==> config.mk <==
export PLATFORM = sky130hd
export DESIGN_NAME = bottle_line_controller
export DESIGN_NICKNAME = d
export VERILOG_FILES = /design/src/rtl/line_pkg.sv /design/src/rtl/line_timer.sv /design/src/rtl/bottle_line_controller.sv
export SDC_FILE = /design/constraint.sdc
export NUM_CORES = 1
export LEC_CHECK = 0
export ABC_AREA = 1
export CAP_MARGIN = 40
export CORE_AREA = 2 2 49 51
export CTS_CLUSTER_SIZE = 14
export DETAILED_ROUTE_END_ITERATION = 8
export DIE_AREA = 0 0 51 53
export PLACE_DENSITY_LB_ADDON = 0.3
export SETUP_SLACK_MARGIN = 0.05
export SYNTH_ARGS = -nofsm -noshare
export SYNTH_HDL_FRONTEND = slang
export SYNTH_SLANG_ARGS = --single-unit
==> constraint.sdc <==
create_clock -name clk -period 1.4 [get_ports clk]
set_input_delay 0.21 -clock clk [delete_from_list [all_inputs] [get_ports clk]]
set_output_delay 0.21 -clock clk [all_outputs]
set_load 0.02 [all_outputs]
==> src/rtl/line_pkg.sv <==
// -----------------------------------------------------------------------------
// line_pkg
//   Shared definitions for the bottle line sequencer: state encodings (also
//   shown on the state LEDs), default timing constants and a small helper
//   used to size the shared timer.
// -----------------------------------------------------------------------------
package line_pkg;

   localparam int LINE_STATE_W = 3;

   // Explicit codes: the LED panel decodes these values directly.
   typedef enum logic [LINE_STATE_W-1:0] {
      ST_IDLE      = 3'd0,
      ST_ADVANCE   = 3'd1,
      ST_REQUEST   = 3'd2,
      ST_WAIT_FILL = 3'd3,
      ST_RELEASE   = 3'd4,
      ST_FAULT     = 3'd5
   } line_state_t;

   // Conveyor-on cycles needed to move a filled bottle clear of the nozzle.
   localparam int REL_CYCLES_DEF     = 3;
   // Longest acceptable fill; the filler itself needs 4 cycles.
   localparam int TIMEOUT_CYCLES_DEF = 8;
   localparam int CNT_W_DEF          = 8;

   function automatic int max_int(input int a, input int b);
      return (a > b) ? a : b;
   endfunction

endpackage

==> src/rtl/line_timer.sv <==
// -----------------------------------------------------------------------------
// line_timer
//   Up-counter cleared on state entry, with a terminal-count compare. The
//   counter holds at all-ones rather than wrapping, so an unbounded wait can
//   never alias back onto a small terminal value.
// Ports
//   clk     in   system clock
//   rst     in   synchronous active-high reset
//   clr_i   in   restart counting from 0 on the next cycle
//   term_i  in   terminal value to compare against
//   tc_o    out  1 while the count equals term_i
// -----------------------------------------------------------------------------
module line_timer #(
   parameter int W = 4
) (
   input  logic         clk,
   input  logic         rst,
   input  logic         clr_i,
   input  logic [W-1:0] term_i,
   output logic         tc_o
);

   logic [W-1:0] cnt_q;
   logic [W-1:0] cnt_d;

   always_comb begin
      // NOTE: default assignment first so every path drives cnt_d; no latch.
      cnt_d = cnt_q;
      if (clr_i) begin
         cnt_d = '0;
      end else if (cnt_q != '1) begin
         cnt_d = cnt_q + 1'b1;
      end
   end

   // NOTE: reset is sampled on the clock edge only, so it is checked inside the clocked block.
   always_ff @(posedge clk) begin
      if (rst) begin
         // NOTE: non-blocking assignments for all clocked state.
         cnt_q <= '0;
      end else begin
         cnt_q <= cnt_d;
      end
   end

   assign tc_o = (cnt_q == term_i);

endmodule

==> src/rtl/bottle_line_controller.sv <==
// -----------------------------------------------------------------------------
// bottle_line_controller
//   Initiator side of the start-fill / fill-done handshake with the bottle
//   filler. Runs the conveyor until a bottle arrives under the nozzle, pulses
//   startfill, waits for lleno_flag, moves the filled bottle out and counts it.
//   Moore machine: every output is decoded from registered state only.
//
// Configuration macro
//   FILL_TIMEOUT_EN  defined   : a fill that takes TIMEOUT_CYCLES cycles
//                                without lleno_flag enters a sticky FAULT state
//                                cleared by fault_clr.
//                    undefined : WAIT_FILL waits indefinitely, fault stays 0,
//                                fault_clr is ignored.
//
// Ports
//   clk              in   system clock (1 Hz tick domain shared with filler)
//   rst              in   synchronous active-high reset
//   run_en           in   operator run switch (level)
//   bottle_present   in   nozzle position sensor, 1 = bottle present
//   fault_clr        in   clears FAULT (level, looked at in FAULT only)
//   lleno_flag       in   filler done, 1-cycle pulse
//   startfill        out  fill request, 1-cycle pulse
//   conveyor_on      out  conveyor motor enable
//   bottle_count     out  bottles filled since reset, saturating
//   fault            out  fill-timeout fault, sticky
//   state_indicator  out  current state code for the LED panel
// -----------------------------------------------------------------------------
module bottle_line_controller
   import line_pkg::*;
#(
   parameter int REL_CYCLES     = REL_CYCLES_DEF,
   parameter int TIMEOUT_CYCLES = TIMEOUT_CYCLES_DEF,
   parameter int CNT_W          = CNT_W_DEF
) (
   input  logic                    clk,
   input  logic                    rst,
   input  logic                    run_en,
   input  logic                    bottle_present,
   input  logic                    fault_clr,
   input  logic                    lleno_flag,
   output logic                    startfill,
   output logic                    conveyor_on,
   output logic [CNT_W-1:0]        bottle_count,
   output logic                    fault,
   output logic [LINE_STATE_W-1:0] state_indicator
);

   // One timer serves both RELEASE and WAIT_FILL, sized for the longer.
   localparam int TMR_W = $clog2(max_int(REL_CYCLES, TIMEOUT_CYCLES)) + 1;

   // Kept as a plain vector so the unused codes 6/7 are representable and
   // recover through the default branch.
   logic [LINE_STATE_W-1:0] state_q;
   logic [LINE_STATE_W-1:0] state_d;
   logic [CNT_W-1:0]        count_q;
   logic [CNT_W-1:0]        count_d;
   logic                    bp_q;
   logic                    arrival;

   logic                    tmr_clr;
   logic                    tmr_tc;
   logic [TMR_W-1:0]        tmr_term;
   logic                    timeout_hit;

   // A bottle counts only on the sensor's rising edge, so one already sitting
   // under the nozzle when ADVANCE is entered does not start a second fill.
   assign arrival = bottle_present & ~bp_q;

   // The terminal value follows the state the timer is currently timing.
   assign tmr_term = (state_q == ST_WAIT_FILL) ? TMR_W'(TIMEOUT_CYCLES - 1)
                                               : TMR_W'(REL_CYCLES - 1);

   // Clearing whenever the state changes gives "timer = 0 on entry".
   assign tmr_clr = (state_d != state_q);

   line_timer #(
      .W (TMR_W)
   ) u_timer (
      .clk    (clk),
      .rst    (rst),
      .clr_i  (tmr_clr),
      .term_i (tmr_term),
      .tc_o   (tmr_tc)
   );

`ifdef FILL_TIMEOUT_EN
   assign timeout_hit = tmr_tc;
`else
   logic unused_fault_clr;
   assign timeout_hit      = 1'b0;
   assign unused_fault_clr = fault_clr;
`endif

   // -------------------------------------------------------------------------
   // Next-state and counter logic
   // -------------------------------------------------------------------------
   always_comb begin
      state_d = state_q;
      count_d = count_q;
      case (state_q)
         ST_IDLE: begin
            if (run_en) state_d = ST_ADVANCE;
         end
         ST_ADVANCE: begin
            // An arriving bottle is serviced even if the operator stops now.
            if (arrival)      state_d = ST_REQUEST;
            else if (!run_en) state_d = ST_IDLE;
         end
         ST_REQUEST: begin
            state_d = ST_WAIT_FILL;
         end
         ST_WAIT_FILL: begin
            // run_en is deliberately ignored: an issued fill always completes.
            // lleno_flag is tested first so it wins over a coincident timeout.
            if (lleno_flag) begin
               state_d = ST_RELEASE;
               if (count_q != '1) count_d = count_q + 1'b1;
            end else if (timeout_hit) begin
               state_d = ST_FAULT;
            end
         end
         ST_RELEASE: begin
            if (tmr_tc) state_d = run_en ? ST_ADVANCE : ST_IDLE;
         end
`ifdef FILL_TIMEOUT_EN
         ST_FAULT: begin
            if (fault_clr) state_d = ST_IDLE;
         end
`endif
         default: begin
            state_d = ST_IDLE;
         end
      endcase
   end

   always_ff @(posedge clk) begin
      if (rst) begin
         state_q <= ST_IDLE;
         count_q <= '0;
         bp_q    <= 1'b0;
      end else begin
         state_q <= state_d;
         count_q <= count_d;
         bp_q    <= bottle_present;
      end
   end

   // -------------------------------------------------------------------------
   // Moore output decode
   // -------------------------------------------------------------------------
   always_comb begin
      startfill   = 1'b0;
      conveyor_on = 1'b0;
      fault       = 1'b0;
      case (state_q)
         ST_ADVANCE: conveyor_on = 1'b1;
         ST_REQUEST: startfill   = 1'b1;
         ST_RELEASE: conveyor_on = 1'b1;
`ifdef FILL_TIMEOUT_EN
         ST_FAULT:   fault       = 1'b1;
`endif
         default: begin
            startfill   = 1'b0;
            conveyor_on = 1'b0;
            fault       = 1'b0;
         end
      endcase
   end

   assign bottle_count    = count_q;
   assign state_indicator = state_q;

endmodule
==> run metrics <==
status=complete, but fails checks; failing checks=setup timing; Post-DP HPWL=1.63 mm; critical path launch point=state_indicator[2]; VDD IR max=0.443 mV; NetSw=0.256 mW; setup_tns=-0.0114 ns; drt wl/cell=11.4 um; Iter 0 DRT Violations=14; crit path max fanout=6; area taken by flip-flops and latches=332 um2; gr ovfl total=0; H-Tree Depth=1; Clk pwr share=24.6%; Reg power frac=52.1%; Die Wd=51 um; max-cap violations=0; fmax=709 MHz; DRT Wirelength=2.30 mm; worst r2r src=state_indicator[2]; Max Clock Skew=0.00681 ns; P per Cell Area=636 mW/mm2; Fin. Hold Viols=0; CP arrival=1.63 ns; Worst Hold Depth=1; Layout Nets=183; post-route ant nets=0; die height=53 um; Reg2Reg Capture Point=u_timer.cnt_q[2]; Mapped Area=925 um2; design area=0.00144 mm2; die area=0.00270 mm2; register bit total from synthesis=16; layout cells sized above 1=38.7%; worst hold path type=flop to flop; syn_nets=142; Req. time, crit path=1.61 ns; PortBufs=17; Worst Reg-to-Reg Cells=10; CP Capture Point=u_timer.cnt_q[2]; GP Congestion=0.852; Starting Density=43.0%; average size of a mapped cell=6.90 um2; leak pwr=0.694 nW; sequential area share after synthesis=34.6%; synth warn=0; Util after Layout=67.1%; detail-routed via count per cell=4.85; CTS tree=built; Fillers=181; vias post-DR=974; Clock Latency Late Sink=0.27 ns; minimum clock period=1.41 ns; gr usage total=18.0%; Reg clk slew, reported paths=0.09 ns; Layout area overhead=55.9%; root buffer cell=clkbuf_4; Worst Setup Path Type=flop to flop; Row Count=17; crit start category=flop; largest net degree at the start of global routing=9; Final Max Tran Viols=0; Gate power share=23.3%; vias in the first global route=945; Final Setup Violations=1; CP endpoint kind=flop; post-synth top area share=34.6%; area occupied by multi-input gates=661 um2; Layout Cells excl Fill=201; total placed cells including tap cells=196; initial antenna violation count=0; DR pass1 iterations=4; clock buffer depth=2; Int Power=0.661 mW; CORE AREA=0.00215 mm2; largest area contributor in the netlist=dfxtp_1; final worst slack=-0.0114 ns; RSZ-0062 raised after global routing=yes; first-pass GRT wire length=3.72 mm; Sw Share=27.9%; Num Clock Sinks=16; fin crit share=101%; Placement Cell Area=0.00126 mm2; total chip power=0.917 mW; Post-Syn Instances=134; Num CTS Buffers=3; antenna cell count=0; I/O Pins=20; largest cells by area after synthesis=dfxtp_1 (35%), nand2_1 (12%), nor2_1 (7.3%), inv_1 (6.9%), nand3_1 (5.4%); Reg2Reg Setup Slack=-0.01 ns; Cell variety after synth=27; # DRC=0
[what timing repair did]
action | in CTS | in global routing
hold buffers | 0 | 0
gates resized for setup | 35 | 27
buffers inserted | 1 | 1
pin swaps | 7 | 13
endpoints found under the setup margin | 21 | 16
[logic make-up (layout without fill, tap and decap cells)]
kind of cell    Yosys count  count (layout)  synth area share [%]
simple gates             75              75                  40.2
buf+inv                  20              59                  9.34
compound gates           18              18                  10.8
flops                    16              16                  34.6
fa+ha+maj                 2               2                  2.71
xor+xnor                  2               2                  1.89
other cells               1               1                 0.406
[stage by stage]
step	worst slack (ns)	hold slack, ns
6_report	-0.0114	0.524
5_1_grt	-0.112	0.531
4_1_cts	-0.00166	0.512
3_5_place_dp	-0.237	0.492
3_3_place_gp	-0.154	0.481
2_1_floorplan	0.0607	0.272
[cell usage after synthesis]
library cell	count
nand4_2	1
a21oi_1	8
ha_1	2
nand3b_1	1
o21ai_1	1
nor2_2	1
nor3_1	2
o21ai_0	6
nor2_1	18
nor3_2	2
xnor2_1	1
a21boi_1	1
buf_6	1
conb_1	1
dfxtp_1	16
nand2_1	30
nand3_2	2
a21oi_2	2
clkinv_1	1
nor3_4	1
xor2_1	1
inv_1	17
nor2_4	1
nand4_1	2
nand3_1	10
nand2_2	4
buf_4	1
[area by class of cell]
| type | instances | area share (%) |
|---|---|---|
| timing repair buffer | 38 | 22.5 |
| tap | 28 | 2.43 |
| multi-input combinational | 98 | 45.8 |
| sequential | 16 | 23.0 |
| inverter | 18 | 4.69 |
| clock buffer | 3 | 1.56 |
[critical path, stage by stage, from the launching register on]
cell and delay (ns):
dfxtp_4 0.37, buf_6 0.14, inv_2 0.06, nand3_1 0.09, nand2_1 0.09, nand3_1 0.12
nand2_1 0.09, nand2_1 0.05, nand2_1 0.09, nand4_4 0.13, nor2_2 0.12
[worst min path at each step]
stage,startpoint,to,slack [ns]
2_1_floorplan,rst,state_indicator[0],0.27
3_3_place_gp,bottle_count[4],bottle_count[4],0.48
3_5_place_dp,bottle_count[6],bottle_count[6],0.49
4_1_cts,bottle_count[6],bottle_count[6],0.51
5_1_grt,bottle_count[6],bottle_count[6],0.53
6_report,bottle_count[6],bottle_count[6],0.52
[power by group through the flow]
| stage | clock, mW | combinational [mW] | sequential (mW) |
|---|---|---|---|
| after global placement | 0 | 0.166 | 0.489 |
| after detailed placement | 0 | 0.170 | 0.490 |
| after floorplan | 0 | 0.0868 | 0.498 |
| after global routing | 0.253 | 0.232 | 0.480 |
| after CTS | 0.240 | 0.179 | 0.478 |
| final | 0.226 | 0.213 | 0.478 |
[cell usage in the layout (no fill, tap or decap), types with 4 or more instances in the layout]
cell type and instances:
dfxtp_1 11, inv_1 16, buf_4 18, nand3_1 6, buf_6 4, dlygate4sd2_1 10
o21ai_0 4, nor2_2 5, nor2_1 13, nand2_1 26, a21oi_1 7, nand2_2 6
clkdlybuf4s50_1 4
[layer usage]
layer,GRT usage [%],share of wire (%),wire (um),vias to the layer above
met2,34.8,53,1220,16
met3,1.69,2.4,54,2
li1,-,-,-,507
met4,8.56,0.52,12,0
met1,19.6,44,1010,449
met5,0,0,0,-
[sequential cells by signal (all words and copies together), names as in the netlist]
register,count
bottle_count,8
u_timer.cnt_q,4
state_indicator,3
bp_q,1
Power figures use the tool's default switching activity.
